File: src/rtl/ft2232h_tx_arb.sv
// Purpose : two-requester packet arbiter feeding the FT2232H synchronous-FIFO write port, with idle send-immediate.
// Latency : IDLE->SENDx in one cycle; a granted byte appears on data_o/wr_n_o on the handshake edge.
// Backpressure: TXE# high freezes the output register and drops ready; packets never interleave.
module ft2232h_tx_arb #(
    parameter int IDLE_FLUSH = 16
) (
    input  logic        clkout_i,
    input  logic        rst_n_i,
    input  logic        txe_i,
    output logic        wr_n_o,
    output logic [7:0]  data_o,
    output logic        siwu_n_o,
    input  logic        req0_valid_i,
    input  logic        req1_valid_i,
    input  logic [7:0]  req0_data_i,
    input  logic [7:0]  req1_data_i,
    input  logic        req0_last_i,
    input  logic        req1_last_i,
    output logic        req0_ready_o,
    output logic        req1_ready_o,
    output logic [1:0]  grant_o,
    output logic [15:0] tx_count_o
);

    typedef enum logic [1:0] {
        ST_IDLE  = 2'd0,
        ST_SEND0 = 2'd1,
        ST_SEND1 = 2'd2
    } state_t;

    // The flush pulse fires on the edge where the idle count would step onto IDLE_FLUSH.
    localparam logic [7:0] FLUSH_M1 = 8'(IDLE_FLUSH - 1);

    state_t      r_state;
    state_t      w_state_nxt;
    logic        r_rst_done;
    logic        r_last_srv;
    logic        r_wr_n;
    logic [7:0]  r_data;
    logic        r_siwu_n;
    logic [15:0] r_tx_count;
    logic        r_dirty;
    logic [7:0]  r_idle_cnt;

    logic        w_free;
    logic        w_accept;
    logic        w_hs0;
    logic        w_hs1;
    logic        w_hs;
    logic [7:0]  w_hs_data;
    logic        w_idle_cond;
    logic        w_flush;

    // Output register can take a new byte when empty or when its byte leaves this edge.
    assign w_free    = r_wr_n | ~txe_i;
    assign w_accept  = ~r_wr_n & ~txe_i;
    assign w_hs0     = req0_ready_o & req0_valid_i;
    assign w_hs1     = req1_ready_o & req1_valid_i;
    assign w_hs      = w_hs0 | w_hs1;
    assign w_hs_data = w_hs1 ? req1_data_i : req0_data_i;

    assign w_idle_cond = (r_state == ST_IDLE) & r_wr_n & ~req0_valid_i & ~req1_valid_i & r_dirty;
    assign w_flush     = w_idle_cond & (r_idle_cnt == FLUSH_M1);

    assign wr_n_o     = r_wr_n;
    assign data_o     = r_data;
    assign siwu_n_o   = r_siwu_n;
    assign tx_count_o = r_tx_count;

    // State register; r_rst_done holds off the first grant until the second edge after reset release.
    always_ff @(posedge clkout_i or negedge rst_n_i) begin
        if (!rst_n_i) begin
            r_state    <= ST_IDLE;
            r_rst_done <= 1'b0;
        end else begin
            r_state    <= w_state_nxt;
            r_rst_done <= 1'b1;
        end
    end

    // Next state: round-robin on ties, owner keeps the bus until its last byte is taken.
    always_comb begin
        w_state_nxt = r_state;
        case (r_state)
            ST_IDLE: begin
                if (r_rst_done) begin
                    if (req0_valid_i && req1_valid_i)
                        w_state_nxt = r_last_srv ? ST_SEND0 : ST_SEND1;
                    else if (req0_valid_i)
                        w_state_nxt = ST_SEND0;
                    else if (req1_valid_i)
                        w_state_nxt = ST_SEND1;
                end
            end
            ST_SEND0: if (w_hs0 && req0_last_i) w_state_nxt = ST_IDLE;
            ST_SEND1: if (w_hs1 && req1_last_i) w_state_nxt = ST_IDLE;
            default:  w_state_nxt = ST_IDLE;
        endcase
    end

    // FSM outputs: grant follows state, ready only for the owner while the output register is free.
    always_comb begin
        grant_o      = 2'b00;
        req0_ready_o = 1'b0;
        req1_ready_o = 1'b0;
        case (r_state)
            ST_SEND0: begin
                grant_o      = 2'b01;
                req0_ready_o = w_free;
            end
            ST_SEND1: begin
                grant_o      = 2'b10;
                req1_ready_o = w_free;
            end
            default: ;
        endcase
    end

    // Remember who finished a packet last so the other side wins the next tie.
    always_ff @(posedge clkout_i or negedge rst_n_i) begin
        if (!rst_n_i)
            r_last_srv <= 1'b1;
        else if (w_hs0 && req0_last_i)
            r_last_srv <= 1'b0;
        else if (w_hs1 && req1_last_i)
            r_last_srv <= 1'b1;
    end

    // Output byte register: load on handshake, hold while TXE# stalls, otherwise go idle.
    always_ff @(posedge clkout_i or negedge rst_n_i) begin
        if (!rst_n_i) begin
            r_wr_n <= 1'b1;
            r_data <= 8'h00;
        end else if (w_hs) begin
            r_wr_n <= 1'b0;
            r_data <= w_hs_data;
        end else if (w_free) begin
            r_wr_n <= 1'b1;
        end
    end

    // Count bytes the FT2232H actually took; wraps naturally at 16 bits.
    always_ff @(posedge clkout_i or negedge rst_n_i) begin
        if (!rst_n_i)
            r_tx_count <= 16'h0000;
        else if (w_accept)
            r_tx_count <= r_tx_count + 16'h0001;
    end

    // Idle flush: after a quiet period following written data, pulse SIWU# once.
    always_ff @(posedge clkout_i or negedge rst_n_i) begin
        if (!rst_n_i) begin
            r_siwu_n   <= 1'b1;
            r_idle_cnt <= 8'h00;
            r_dirty    <= 1'b0;
        end else begin
            r_siwu_n <= ~w_flush;
            if (w_flush || !w_idle_cond)
                r_idle_cnt <= 8'h00;
            else
                r_idle_cnt <= r_idle_cnt + 8'h01;
            if (w_accept)
                r_dirty <= 1'b1;
            else if (w_flush)
                r_dirty <= 1'b0;
        end
    end

endmodule

File: config.mk
export PLATFORM = sky130hd
export DESIGN_NAME = ft2232h_tx_arb
export DESIGN_NICKNAME = d
export VERILOG_FILES = /design/src/rtl/ft2232h_tx_arb.sv
export SDC_FILE = /design/constraint.sdc
export NUM_CORES = 1
export LEC_CHECK = 0
export ABC_CLOCK_PERIOD_IN_PS = 2560
export BUFFER_PORTS_ARGS = -buffer_cell sky130_fd_sc_hd__buf_2
export CAP_MARGIN = 20
export CORE_MARGIN = 2
export CORE_UTILIZATION = 55
export CTS_CLUSTER_DIAMETER = 100
export DETAILED_ROUTE_END_ITERATION = 8
export PLACE_DENSITY = 0.84
export SLEW_MARGIN = 5
export SYNTH_ARGS = -nofsm -noshare
export SYNTH_HDL_FRONTEND = slang
export SYNTH_SLANG_ARGS = --single-unit
File: constraint.sdc
create_clock -name clkout_i -period 2.56 [get_ports clkout_i]
set_input_delay 0.128 -clock clkout_i [delete_from_list [all_inputs] [get_ports clkout_i]]
set_output_delay 0.128 -clock clkout_i [all_outputs]
set_load 0.02 [all_outputs]
==> results of run 1 <==
layout by cell type (no fill, tap or decap), types with 5 or more instances in the layout:
master,netlist,final
xnor2_1,12,12
nand4_1,6,6
nand2_1,10,10
xor2_1,6,6
dfrtp_1,36,36
nand3_1,8,8
buf_2,1,52
mux2i_1,8,8
nor2_1,19,19
clkbuf_4,0,5
a21oi_1,15,15
registers in the layout, indices dropped and copies added (netlist names):
signal	count
data_o	8
r_dirty	1
r_idle_cnt	8
r_last_srv	1
r_rst_done	1
r_state	2
siwu_n_o	1
tx_count_o	16
wr_n_o	1
cells by family (layout without fill, tap and decap cells):
group                    count (synthesis)  in the layout  synth area share
AND/OR/NAND/NOR                         71             71             0.215
other                                    1              1           0.00203
multiplexers                             9              9            0.0495
adder cells (fa/ha/maj)                  2              2            0.0135
AO/OA/AOI/OAI                           23             23            0.0772
XOR/XNOR                                18             18            0.0854
buffers and inverters                    8             65            0.0271
flip-flops                              39             39             0.530
critical path: stages (launching register included):
cell and delay [ns]:
dfrtp_1 0.49, nor4_4 0.25, nand3_2 0.19, or3b_4 0.44
a21o_1 0.18
routing by layer:
layer  wire [um]  up-vias
li1            -      707
met1        1560      651
met2        1490       40
met3         146       11
met4          95        0
met5           0        -
worst min path at each step:
stage                     slack, ns  cells past startpoint         to      startpoint
after detailed placement       0.27                      1  data_o[7]         rst_n_i
final                          0.08                      3  data_o[5]  req1_data_i[5]
after floorplan               -0.17                      0  data_o[0]         rst_n_i
after global placement         0.27                      1  data_o[7]         rst_n_i
after global routing           0.09                      3  data_o[5]  req0_data_i[5]
after CTS                      0.07                      3  data_o[3]  req0_data_i[3]
metrics by stage:
step	util	power (mW)
after floorplan	-	1.35
after global placement	0.650	1.53
after detailed placement	0.650	1.55
after CTS	0.671	1.88
after global routing	0.671	1.98
final	0.671	1.86
layout make-up:
| type | instances | area [um2] | share of cell area |
|---|---|---|---|
| clock buffer | 7 | 55.1 | 0.0250 |
| tap | 46 | 57.6 | 0.0261 |
| clock inverter | 1 | 5.00 | 0.00227 |
| multi-input combinational | 124 | 817 | 0.371 |
| inverter | 3 | 11.3 | 0.00511 |
| sequential | 39 | 980 | 0.445 |
| timing repair buffer | 54 | 278 | 0.126 |
report_power, final:
| part | internal [mW] | switching, mW | total (mW) |
|---|---|---|---|
| clock | 0.133 | 0.194 | 0.327 |
| sequential | 0.751 | 0.122 | 0.873 |
| combinational | 0.261 | 0.401 | 0.662 |
timing repair:
item                                   4_1_cts  5_1_grt
endpoints found under the hold margin       36        0
gates resized for setup                      0        0
hold buffers                                 1        0
==> results.toml, run 1 <==
[run_status]
status = "completed"

[global_route]
busiest_layer = "met2"
grt_max_degree = 40
grt_pass1_vias = 1251
met3_usage = 0.0518
use_met2 = 0.286
grtUsageTotal = 0.197
grt_remaining_overflow = 0
grt_pass1_wl_mm = 5.38
antenna_found_initial = 0
met1_usage = 0.266

[clock_network]
cts_setup_buffers = 0
cts_buffer_depth = 2
clock_latency_ns = 0.35
cts.sinks = 39
tritoncts = "done"
clockRootBuffer = "clkbuf_4"
clk_pin_slew_ns = 0.11
numCtsBuffers = 5
htreeDepth = 2

[place]
io_buffers = 52
dp_hpwl_mm = 2.46
dp.cells = 265
place.gp.congestion = 0.791
dp_slack_ns = 0.934
dpl_cell_area_um2 = 2130

[logic_synthesis]
ys_top_cells_by_area = "dfrtp_1, xnor2_1, mux2i_1, dfstp_2, a21oi_1"
synth-seq-cells = 39
syn_area_um2 = 1850
synth_cell_types = 39
synth_top_area_frac = 0.488
yosys.area.top_type = "dfrtp_1"
postSynthCellCount = 171
synth.most_common_cell = "dfrtp_1"
seq_area_frac_synth = 0.530
yosys-top-cells-count = "dfrtp_1, nor2_1, a21oi_1"
synth_warnings = 0
syn_nets = 196
avgSynthCellArea_um2 = 10.8
synth_ff_type = "dfrtp_1"
ys_async_sr_fraction = 1.00
synth-edff-count = 0

[setup_path]
path_class = "reg2reg"
start_kind = "register"
cp.arrival_ns = 1.89
r2r-start = "r_state[1]"
endpoint = "r_dirty"
cp-startpoint = "r_state[1]"
worst-r2r-cell-count = 4
path_max_fanout = 9
crit_path_end_kind = "register"
rrSetupSlack_ns = 0.92
cp.required_ns = 2.81
rr_endpoint = "r_dirty"

[cells_and_area]
fin_cells = 274
syn2layout_area_growth_pct = 19.3
design_area_um2 = 2200
fin_nets = 252
drive_gt1_frac = 0.316
fill_cells = 264
diodes = 0

[sta]
setup_viol_count_final = 0
post-route-period-util = 0.640
skew_ns = 0.0125
rsz0062_at_grt = "no"
maxSlewHeadroom = 0.464
holdWs_ns = 0.0794
worst_pin_slew_ns = 0.804
hold_violations = 0
slew_viol_final = 0
finalSetupTns_ns = 0
layout_min_cycle_time_ns = 1.64
fmaxAchievable_mhz = 611
worst_slack_ns = 0.923

[detailed_routing]
drt_wl_total_mm = 3.29
viasPerCell = 5.14
drc_errors = 0
ant_nets = 0
routedWlPerCell_um = 12.0
dr.pass1.iters = 4
drtIter0Drc = 118
via_count = 1409

[die]
die_w_um = 61.9
pin_count = 53
rows = 21
die_y_um = 61.9
die_area_um2 = 3840
coreArea_um2 = 3280
initial_core_util = 0.562

[run]
maxCapViolations = 0

[power_and_ir_drop]
powerDensity_nw_per_um2 = 845
ir_drop_v = 0.000579
p_leak_nw = 1.06

[hold_path]
hold_class = "in2reg"
(Power assumes the default switching activity.)
==> inputs of run 2 (changes only) <==
Settings changed: ABC_AREA from default to 1, ABC_CLOCK_PERIOD_IN_PS 2560 to 1700, CORE_UTILIZATION 55 to 52, PLACE_DENSITY 0.84 to 0.79.
Clock period 2.56 ns to 1.7 ns, I/O delays scaled along.
==> results.toml, run 2 <==
[run_status]
status = "completed"

[detailed_routing]
ant_nets = 0
via_count = 1689
drt_wl_total_mm = 3.95
dr.pass1.iters = 4
viasPerCell = 4.84
drc_errors = 0
routedWlPerCell_um = 11.3
drtIter0Drc = 79

[global_route]
antenna_found_initial = 0
use_met2 = 0.345
met3_usage = 0.0608
grt_pass1_vias = 1611
grt_remaining_overflow = 0
grt_max_degree = 24
grt_pass1_wl_mm = 6.66
busiest_layer = "met2"
grtUsageTotal = 0.203
met1_usage = 0.228

[place]
dp_slack_ns = 0.217
dp_hpwl_mm = 3.07
io_buffers = 52
place.gp.congestion = 0.810
dpl_cell_area_um2 = 2350

[die]
coreArea_um2 = 3720
die_w_um = 66.6
die_y_um = 66.6
pin_count = 53
rows = 22
die_area_um2 = 4440
initial_core_util = 0.549

[setup_path]
crit_chain = "inv_2 -> nand2_2 -> nand3_2 -> o21ai_0 -> o21ai_1 -> nand2_1"
start_kind = "register"
path_max_fanout = 16
cp.arrival_ns = 1.74
crit_path_max_incr_delay_ns = 0.58
crit_slowest_cell = "dfstp_2"
cp.required_ns = 1.93
path_class = "reg2reg"
crit_path_end_kind = "register"

[sta]
worst_slack_ns = 0.185
slew_viol_final = 0
skew_ns = 0.00805
layout_min_cycle_time_ns = 1.52
fmaxAchievable_mhz = 660
post-route-period-util = 0.891
finalSetupTns_ns = 0
hold_violations = 0
setup_viol_count_final = 0
rsz0062_at_grt = "no"

[clock_network]
cts.sinks = 39
clockRootBuffer = "clkbuf_8"
clock_latency_ns = 0.29
numCtsBuffers = 5
clk_pin_slew_ns = 0.07
postCtsHoldBufs = 1
cts-resized-gates = 0
cts_buffer_depth = 2
htreeDepth = 2
tritoncts = "done"
cts_setup_buffers = 0

[hold_path]
hold_class = "in2reg"

[cells_and_area]
diodes = 0
syn2layout_area_growth_pct = 20.1
design_area_um2 = 2450
largest_reg_flops = 16
mostFrequentLayoutCells = "nand2_1, buf_2, dfrtp_1"
drive_gt1_frac = 0.279
fill_cells = 321
fin_nets = 325

[logic_synthesis]
synth-edff-count = 0
synth_warnings = 0
yosys-top-cells-count = "nand2_1, dfrtp_1, inv_1"
syn_area_um2 = 2040
syn_nets = 265
synth.most_common_cell = "nand2_1"
yosys.area.top_type = "dfrtp_1"
postSynthCellCount = 240
seq_area_frac_synth = 0.480
synth_cell_types = 32
avgSynthCellArea_um2 = 8.50
synth_top_area_frac = 0.442
ys_top_cells_by_area = "dfrtp_1, nand2_1, inv_1, nor2_1, dfstp_2"
ys_async_sr_fraction = 1.00
synth_ff_type = "dfrtp_1"
synth-seq-cells = 39

[power_and_ir_drop]
powerDensity_nw_per_um2 = 1280
p_leak_nw = 1.29
ir_drop_v = 0.000974

[run]
maxCapViolations = 0
[run 2: cell type report]
cell class | count | area (um2) | area share
well taps | 48 | 60.1 | 0.0245
repair buffers | 56 | 293 | 0.120
multi-input cells | 161 | 885 | 0.361
clock buffers | 7 | 86.3 | 0.0352
clock inverters | 1 | 5.00 | 0.00204
flip-flops and latches | 39 | 980 | 0.400
inverters | 37 | 141 | 0.0577
[run 2: power by group]
part / switching, mW / internal [mW]
registers: 0.183 / 1.15
logic: 0.768 / 0.416
clock network: 0.299 / 0.327
total: 1.25 / 1.89
[run 2: stage by stage]
step                      hold WS, ns  utilization  cells  total power [mW]
final                         0.00847        0.659    349              3.14
after global placement         0.0509        0.632    340              2.51
after floorplan                -0.211            -    240              2.19
after detailed placement       0.0520        0.632    340              2.54
after global routing          0.00225        0.659    349              3.37
after CTS                   0.0000633        0.659    349              3.18
[run 2: layer usage]
metal | up-vias | part of all wire
met2 | 28 | 0.49
met1 | 778 | 0.44
met5 | - | 0
met4 | 0 | 0.022
met3 | 8 | 0.040
li1 | 875 | -
[run 2: worst paths after layout]
check | end | start | slack [ns] | depth (start not counted)
min reg2reg | r_dirty | r_dirty | 0.48 | 2
min in group asynchronous | r_idle_cnt[1] | rst_n_i | 0.26 | 2
max in group asynchronous | siwu_n_o | rst_n_i | 0.89 | 3
max reg2reg | data_o[1] | wr_n_o | 0.18 | 6
min | data_o[0] | req1_data_i[0] | 0.008 | 3
max | data_o[1] | wr_n_o | 0.18 | 6
[run 2: cells by family after synthesis]
kind of cell | after synthesis | synth area share
xor gates and xnor gates | 12 | 0.0515
and+or+nand+nor | 120 | 0.296
adders and majority gates | 2 | 0.0123
other | 1 | 0.00184
DFF | 39 | 0.480
buffers and inverters | 40 | 0.0859
AOI/OAI and AO/OA | 26 | 0.0718
[run 2: worst max-delay path: cells and delay by family, from the launching register on]
| kind | cells | cell delay, ns |
|---|---|---|
| AO/OA/AOI/OAI | 2 | 0.36 |
| buffers and inverters | 1 | 0.04 |
| flip-flops | 1 | 0.58 |
| AND/OR/NAND/NOR | 3 | 0.48 |
